<file path="src/rtl/counter_arbiter.sv">
// rtl/counter_arbiter.sv - two-requester round-robin arbiter sequencing runs on a shared external counter
//
// Two requesters share one external counter. The arbiter grants the counter to
// one requester and issues a single clear cycle. It then enables counting until
// the counter reaches that requester's latched length. Completion is reported
// with a one-cycle done pulse.
//
// Ports
//   clock        in   rising-edge clock
//   reset        in   asynchronous active-high reset
//   req[1:0]     in   req[i] high: requester i wants a count run
//   len0, len1   in   requested count length for requester 0 / 1
//   counter_out  in   current value of the shared counter
//   cnt_reset    out  synchronous clear to the shared counter
//   cnt_enable   out  count enable to the shared counter
//   gnt[1:0]     out  one-hot owner of the counter
//   done[1:0]    out  one-cycle completion pulse to the owner
//   busy         out  high in every state except IDLE
module counter_arbiter #(
    parameter int WIDTH = 4
) (
    input  logic             clock,
    input  logic             reset,
    input  logic [1:0]       req,
    input  logic [WIDTH-1:0] len0,
    input  logic [WIDTH-1:0] len1,
    input  logic [WIDTH-1:0] counter_out,
    output logic             cnt_reset,
    output logic             cnt_enable,
    output logic [1:0]       gnt,
    output logic [1:0]       done,
    output logic             busy
);

    typedef enum logic [1:0] {
        IDLE  = 2'd0,
        CLEAR = 2'd1,
        RUN   = 2'd2,
        DONE  = 2'd3
    } state_t;

    state_t           r_state;
    logic             r_win;     // index of the current owner
    logic             r_ptr;     // preferred requester on a simultaneous request
    logic [WIDTH-1:0] r_len_q;   // length latched at grant time

    state_t           w_state_nxt;
    logic             w_win_nxt;
    logic             w_ptr_nxt;
    logic [WIDTH-1:0] w_len_nxt;
    logic             w_pick;
    logic             w_owner_req;
    logic             w_at_len;
    logic [1:0]       w_owner_onehot;

    // A lone request wins outright; only a tie consults the pointer.
    always_comb begin
        w_pick = r_ptr;
        if (req == 2'b01) begin
            w_pick = 1'b0;
        end else if (req == 2'b10) begin
            w_pick = 1'b1;
        end
    end

    assign w_owner_req    = req[r_win];
    assign w_at_len       = (counter_out == r_len_q);
    assign w_owner_onehot = {r_win, ~r_win};

    always_ff @(posedge clock or posedge reset) begin
        if (reset) begin
            r_state <= IDLE;
            r_win   <= 1'b0;
            r_ptr   <= 1'b0;
            r_len_q <= '0;
        end else begin
            r_state <= w_state_nxt;
            r_win   <= w_win_nxt;
            r_ptr   <= w_ptr_nxt;
            r_len_q <= w_len_nxt;
        end
    end

    always_comb begin
        w_state_nxt = r_state;
        w_win_nxt   = r_win;
        w_ptr_nxt   = r_ptr;
        w_len_nxt   = r_len_q;

        unique case (r_state)
            IDLE: begin
                if (req != 2'b00) begin
                    w_win_nxt   = w_pick;
                    w_len_nxt   = w_pick ? len1 : len0;
                    w_state_nxt = CLEAR;
                end
            end
            CLEAR: begin
                if (!w_owner_req) begin
                    w_ptr_nxt   = ~r_win;
                    w_state_nxt = IDLE;
                end else begin
                    w_state_nxt = RUN;
                end
            end
            RUN: begin
                // A dropped request takes priority over completion: an
                // abandoned run never reports done.
                if (!w_owner_req) begin
                    w_ptr_nxt   = ~r_win;
                    w_state_nxt = IDLE;
                end else if (w_at_len) begin
                    w_ptr_nxt   = ~r_win;
                    w_state_nxt = DONE;
                end
            end
            DONE: begin
                w_state_nxt = IDLE;
            end
            default: begin
                w_state_nxt = IDLE;
            end
        endcase
    end

    // Everything except cnt_enable is a pure decode of registered state, so
    // reset clears these outputs without waiting for a clock edge.
    assign cnt_reset  = (r_state == CLEAR);
    assign cnt_enable = (r_state == RUN) && !w_at_len;
    assign gnt        = ((r_state == CLEAR) || (r_state == RUN)) ? w_owner_onehot : 2'b00;
    assign done       = (r_state == DONE) ? w_owner_onehot : 2'b00;
    assign busy       = (r_state != IDLE);

endmodule

</file>
<file path="config.mk">
export PLATFORM = sky130hd
export DESIGN_NAME = counter_arbiter
export DESIGN_NICKNAME = d
export VERILOG_FILES = /design/src/rtl/counter_arbiter.sv
export SDC_FILE = /design/constraint.sdc
export NUM_CORES = 1
export LEC_CHECK = 0
export CELL_PAD_IN_SITES_DETAIL_PLACEMENT = 0
export CELL_PAD_IN_SITES_GLOBAL_PLACEMENT = 1
export CORE_MARGIN = 2
export CORE_UTILIZATION = 30
export CTS_CLUSTER_SIZE = 10
export DETAILED_ROUTE_END_ITERATION = 6
export GPL_ROUTABILITY_DRIVEN = 0
export PLACE_DENSITY = 0.78
export SLEW_MARGIN = 40
export SYNTH_ARGS = -nofsm -noshare
export SYNTH_HDL_FRONTEND = slang
export SYNTH_SLANG_ARGS = --single-unit
</file>
<file path="constraint.sdc">
create_clock -name clock -period 2.7 [get_ports clock]
set_clock_uncertainty 0.15 [all_clocks]
set_input_delay 0.405 -clock clock [delete_from_list [all_inputs] [get_ports clock]]
set_output_delay 0.405 -clock clock [all_outputs]
set_load 0.05 [all_outputs]
</file>
# After elaboration in Yosys (flattened, before gate mapping)
# Index checks and enable logic that the tools add are counted.
# word_totals
ff_bits	8
elab_cells	41
output_inout_bits	7
inputBits	16
# op_classes
bitwise	1
eq_ne	9
magnitude_cmp	1
reduce_logical	10
n_mux	16
# op_table
cell	count
2-to-1 mux 2 bit	6
case mux 2 bit (4 select lines)	1
2-to-1 mux 1 bit	7
== test 2 bit, second input constant	3
nonzero test 2 bit	3
== test 2 x 1 -> 1 bit, second input constant	2
== test 4 bit	1
2-to-1 mux 4 bit	1
!= test 2 bit, second input constant	2
AND reduction 2 bit	2
!= test 3 bit, second input constant	1
AND reduction 3 bit	1
logical NOT 2 bit	1
< comparator 1 x 2 -> 1 bit, second input constant	1
case mux 1 bit (2 select lines)	1
logical AND 1 bit	1
logical NOT 1 bit	1
logical OR 1 bit	1
NOT 1 bit	1

# Logic depth before layout (Yosys ltp)
# logic_depth
depth_word	4
ltp_mapped	6
depth_no_buf	6

# Worst setup path after synthesis
# OpenSTA, ideal clock, no wires.
# synth_path
kind	register to register
from	reg r_state[0]
to	reg r_state[0]
t_required_ps	2432
n_path_buf	0
setup_time_ps	118
path_stages_with_launch	6
slack_ps	889
synth_period_minus_slack_ps	1811
t_arrival_ps	1542
cell_sequence	dfrtp_1 -> inv_1 -> ha_1 -> inv_1 -> o32a_2 -> o2bb2a_4
# synth_via
elab_chain_cells	3
elab_cells_between_ends	8
cone_classes	eq/ne: 5; mux: 1; reduce/logical: 2
# synth_rtl
element	line_no	rtl
start: declaration	42	state_t r_state;
start signal: assignment	77	r_state <= w_state_nxt;
== test 2 bit or logical NOT 2 bit (tied branches)	90	unique case (r_state)
!= test 3 bit (no line) or != test 2 bit (tied branches)	n/a	
AND reduction 2 bit (no line)	n/a	
# Several ways; a longest one is shown, not always the timed one.
# A chain may end at the register's enable or synchronous reset.

# Worst setup path after layout
# layout_path
from	reg r_state[0]
to	out gnt[1]
# layout_via
elab_chain_cells	3
elab_cells_between_ends	4
cone_classes	eq/ne: 2; mux: 1; reduce/logical: 1
# layout_rtl
element	line_no	rtl
== test 2 x 1 -> 1 bit or == test 2 bit (tied branches)	130	assign gnt = ((r_state == CLEAR) || (r_state == RUN)) ? w_owner_onehot : 2'b00;
logical OR 1 bit *	130	
2-to-1 mux 2 bit *	130	
end: declaration	30	output logic [1:0] gnt,
# Mark *: on every way between the ends. The rest lies on a longest branch, timed or not.

==> results.json <==
{
  "fin_crit_ns": 2.577,
  "ios": 23,
  "cts_resized": 0,
  "synth-edff-count": 0,
  "diodes": 0,
  "worst-endpoint-arrival_ns": 2.02,
  "clkTransAtPathRegs_ns": 0.06,
  "slew_headroom_pct": 67.08,
  "routed-via-count": 479,
  "fmax_mhz": 388.1,
  "n_fill_cell": 185,
  "synthArstFlopShare_pct": 100.0,
  "drt_wl_total_um": 1160,
  "seq_power_share_pct": 26.0,
  "syn_inst": 56,
  "die_x_um": 47.71,
  "yosysTopAreaCellShare_pct": 34.93,
  "netlist_area_sq_um": 573.1,
  "die_h_um": 47.71,
  "io_buffer_count": 22,
  "grt_pass1_vias": 452,
  "initial_core_util_pct": 32.48,
  "wl_per_cell_um": 10.94,
  "cts_root_buf": "clkbuf_4",
  "synth_top_family_by_area": "simple AND/OR/NAND/NOR gates",
  "drc_errors": 0,
  "r2r_slack_ns": 0.99,
  "numCtsBuffers": 3,
  "total_power_uw": 893.1,
  "whs_ns": 0.2403,
  "endpoint_kind": "output pin",
  "p_leak_nw": 0.3855,
  "rows": 15,
  "vdd_drop_max_mv": 0.3607,
  "synth_seq_cells": 8,
  "first_iter_violations": 4,
  "viasPerCell": 4.519,
  "synth.distinct_cells": 21,
  "synthAdderAreaFrac_pct": 10.70,
  "p_switching_uw": 422.1,
  "post-place-cells": 103,
  "cts_tree": "built",
  "fin_ws_ns": 0.1231,
  "tightest_slew_ns": 0.4923,
  "dr_wl_met2_um": 585,
  "dieArea_sq_um": 2276,
  "power.density_nw_per_um2": 1057,
  "synth_simple_gate_area_share_pct": 17.03,
  "max-cap-violations": 0,
  "yosysTopAreaCell": "dfrtp_1",
  "ctsHoldBuffers": 0,
  "critPathKind": "flip-flop to output pin",
  "preCtsSetupSlack_ns": 0.3386,
  "ys_seq_area_share_pct": 34.93,
  "clock_latency_ns": 0.26,
  "synthXorXnorAreaFrac_pct": 6.114,
  "cts.sinks": 8,
  "wl_met3_um": 48,
  "area_delta_synth_final_pct": 47.38,
  "p_int_uw": 471.0,
  "p_clk_share_pct": 10.3,
  "final_cells": 106,
  "p_sw_share_pct": 47.26,
  "finalSetupTns_ns": 0,
  "grt_max_degree": 9,
  "crit_path_start_kind": "flip-flop",
  "muxShareOfSynthArea_pct": 11.35,
  "multi_input_area_sq_um": 350.3,
  "synth-main-ff-cell": "dfrtp_1",
  "wl_met1_um": 506,
  "dr.max_layer_used": "met4",
  "maxSlewViolCount": 0,
  "drive_gt1_share_pct": 14.81,
  "hold_path.class": "input port to asynchronous set/reset pin",
  "grt_pass1_wl_um": 1980,
  "synth_common_cells": "dfrtp_1 (8), nand2_1 (7), inv_1 (6)",
  "ys_top_cells_by_area": "dfrtp_1 (35%), ha_1 (8.7%), mux2i_1 (8.7%)",
  "clockBufferDepth": 2,
  "grt_antenna_before_repair": 0,
  "status": "finished, final reports clean",
  "htreeDepth": 1,
  "yosysMostFrequentCell": "dfrtp_1",
  "ff_latch_area_sq_um": 200.2,
  "num-nets-final": 103,
  "hpwl_um": 940.4,
  "hold_viol": 0,
  "overflow": 0,
  "ant_nets": 0,
  "postCtsSetupRepairBufs": 0,
  "min_period_over_period_pct": 95.44,
  "crit_required_ns": 2.14,
  "synth_compound_area_share_pct": 15.94,
  "rsz0062_at_grt": "false",
  "p_comb_share_pct": 63.7,
  "synth_area_per_cell_sq_um": 10.23,
  "setup_viol": 0,
  "crit_fanout": 4,
  "core_sq_um": 1764,
  "grt_usage_pct": 13.21,
  "detail_route.first_pass.iterations": 3,
  "yosys_warnings": 0,
  "syn_nets": 76
}
per-stage QoR:
stage | util (%) | area, sq um
finish | 47.87 | 844.6
CTS | 47.87 | 844.6
floorplan | - | 573.1
global route | 47.87 | 844.6
detailed placement | 46.60 | 822.0
global placement | 46.60 | 822.0
cell usage in the layout, fill, tap and decap left out, drive strengths merged:
cell           instances
ha                     4
and2                   2
and2b                  3
xor2                   4
inv                    6
nor4                   1
nor2                   2
nand2                  8
o2bb2a                 1
buf                    1
mux2i                  5
clkbuf                 3
o21ai                  6
maj3                   1
dfrtp                  8
clkdlybuf4s50         21
o211ai                 2
mux2                   1
o32a                   1
a32o                   1
critical path, stage by stage, from the launching register on:
cell	delay, ns
dfrtp_1	0.42
inv_1	0.08
ha_1	0.33
and2_1	0.13
clkdlybuf4s50_1	0.79
per-layer routing:
layer	vias to the layer above	GRT usage (%)
met5	-	0
met4	0	6.486
met3	2	5.660
met2	12	20.53
met1	222	15.56
li1	243	-
registers in the layout (all words and copies together) (netlist names):
name / cells
r_len_q: 4
r_ptr: 1
r_state: 2
r_win: 1
worst paths after layout:
path                                              from                      to  cells after the start
worst max-delay path            r_state[0]$_DFFE_PP0P_                  gnt[1]                      4
max in group asynchronous                        reset       r_win$_DFFE_PP0P_                      2
min in group clock              r_len_q[2]$_DFFE_PP0P_  r_len_q[2]$_DFFE_PP0P_                      2
worst min-delay path                             reset  r_state[1]$_DFFE_PP0P_                      2
worst min register to register  r_len_q[2]$_DFFE_PP0P_  r_len_q[2]$_DFFE_PP0P_                      2
worst max register to register  r_state[0]$_DFFE_PP0P_  r_state[0]$_DFFE_PP0P_                      5
cell type report:
class,count,area share (%)
Clock buffer,3,2.667
Inverter,6,2.667
Multi-Input combinational cell,42,41.48
Sequential cell,8,23.70
Tap cell,25,3.704
Timing Repair Buffer,22,25.78
power groups by stage:
| stage | sequential, mW | combinational, mW | clock (mW) |
|---|---|---|---|
| after floorplan | 0.219 | 0.434 | 0 |
| after global placement | 0.235 | 0.568 | 0 |
| after detailed placement | 0.236 | 0.574 | 0 |
| after CTS | 0.234 | 0.575 | 0.0978 |
| after global routing | 0.243 | 0.616 | 0.103 |
| final | 0.232 | 0.569 | 0.0919 |
logic make-up after synthesis:
kind of cell / count (synthesis)
and+or+nand+nor: 16
DFF: 8
xor gates and xnor gates: 4
AOI/OAI and AO/OA: 11
buffers and inverters: 6
muxes: 6
adders and majority gates: 5
Note: power is estimated with default switching activity, not from simulation.
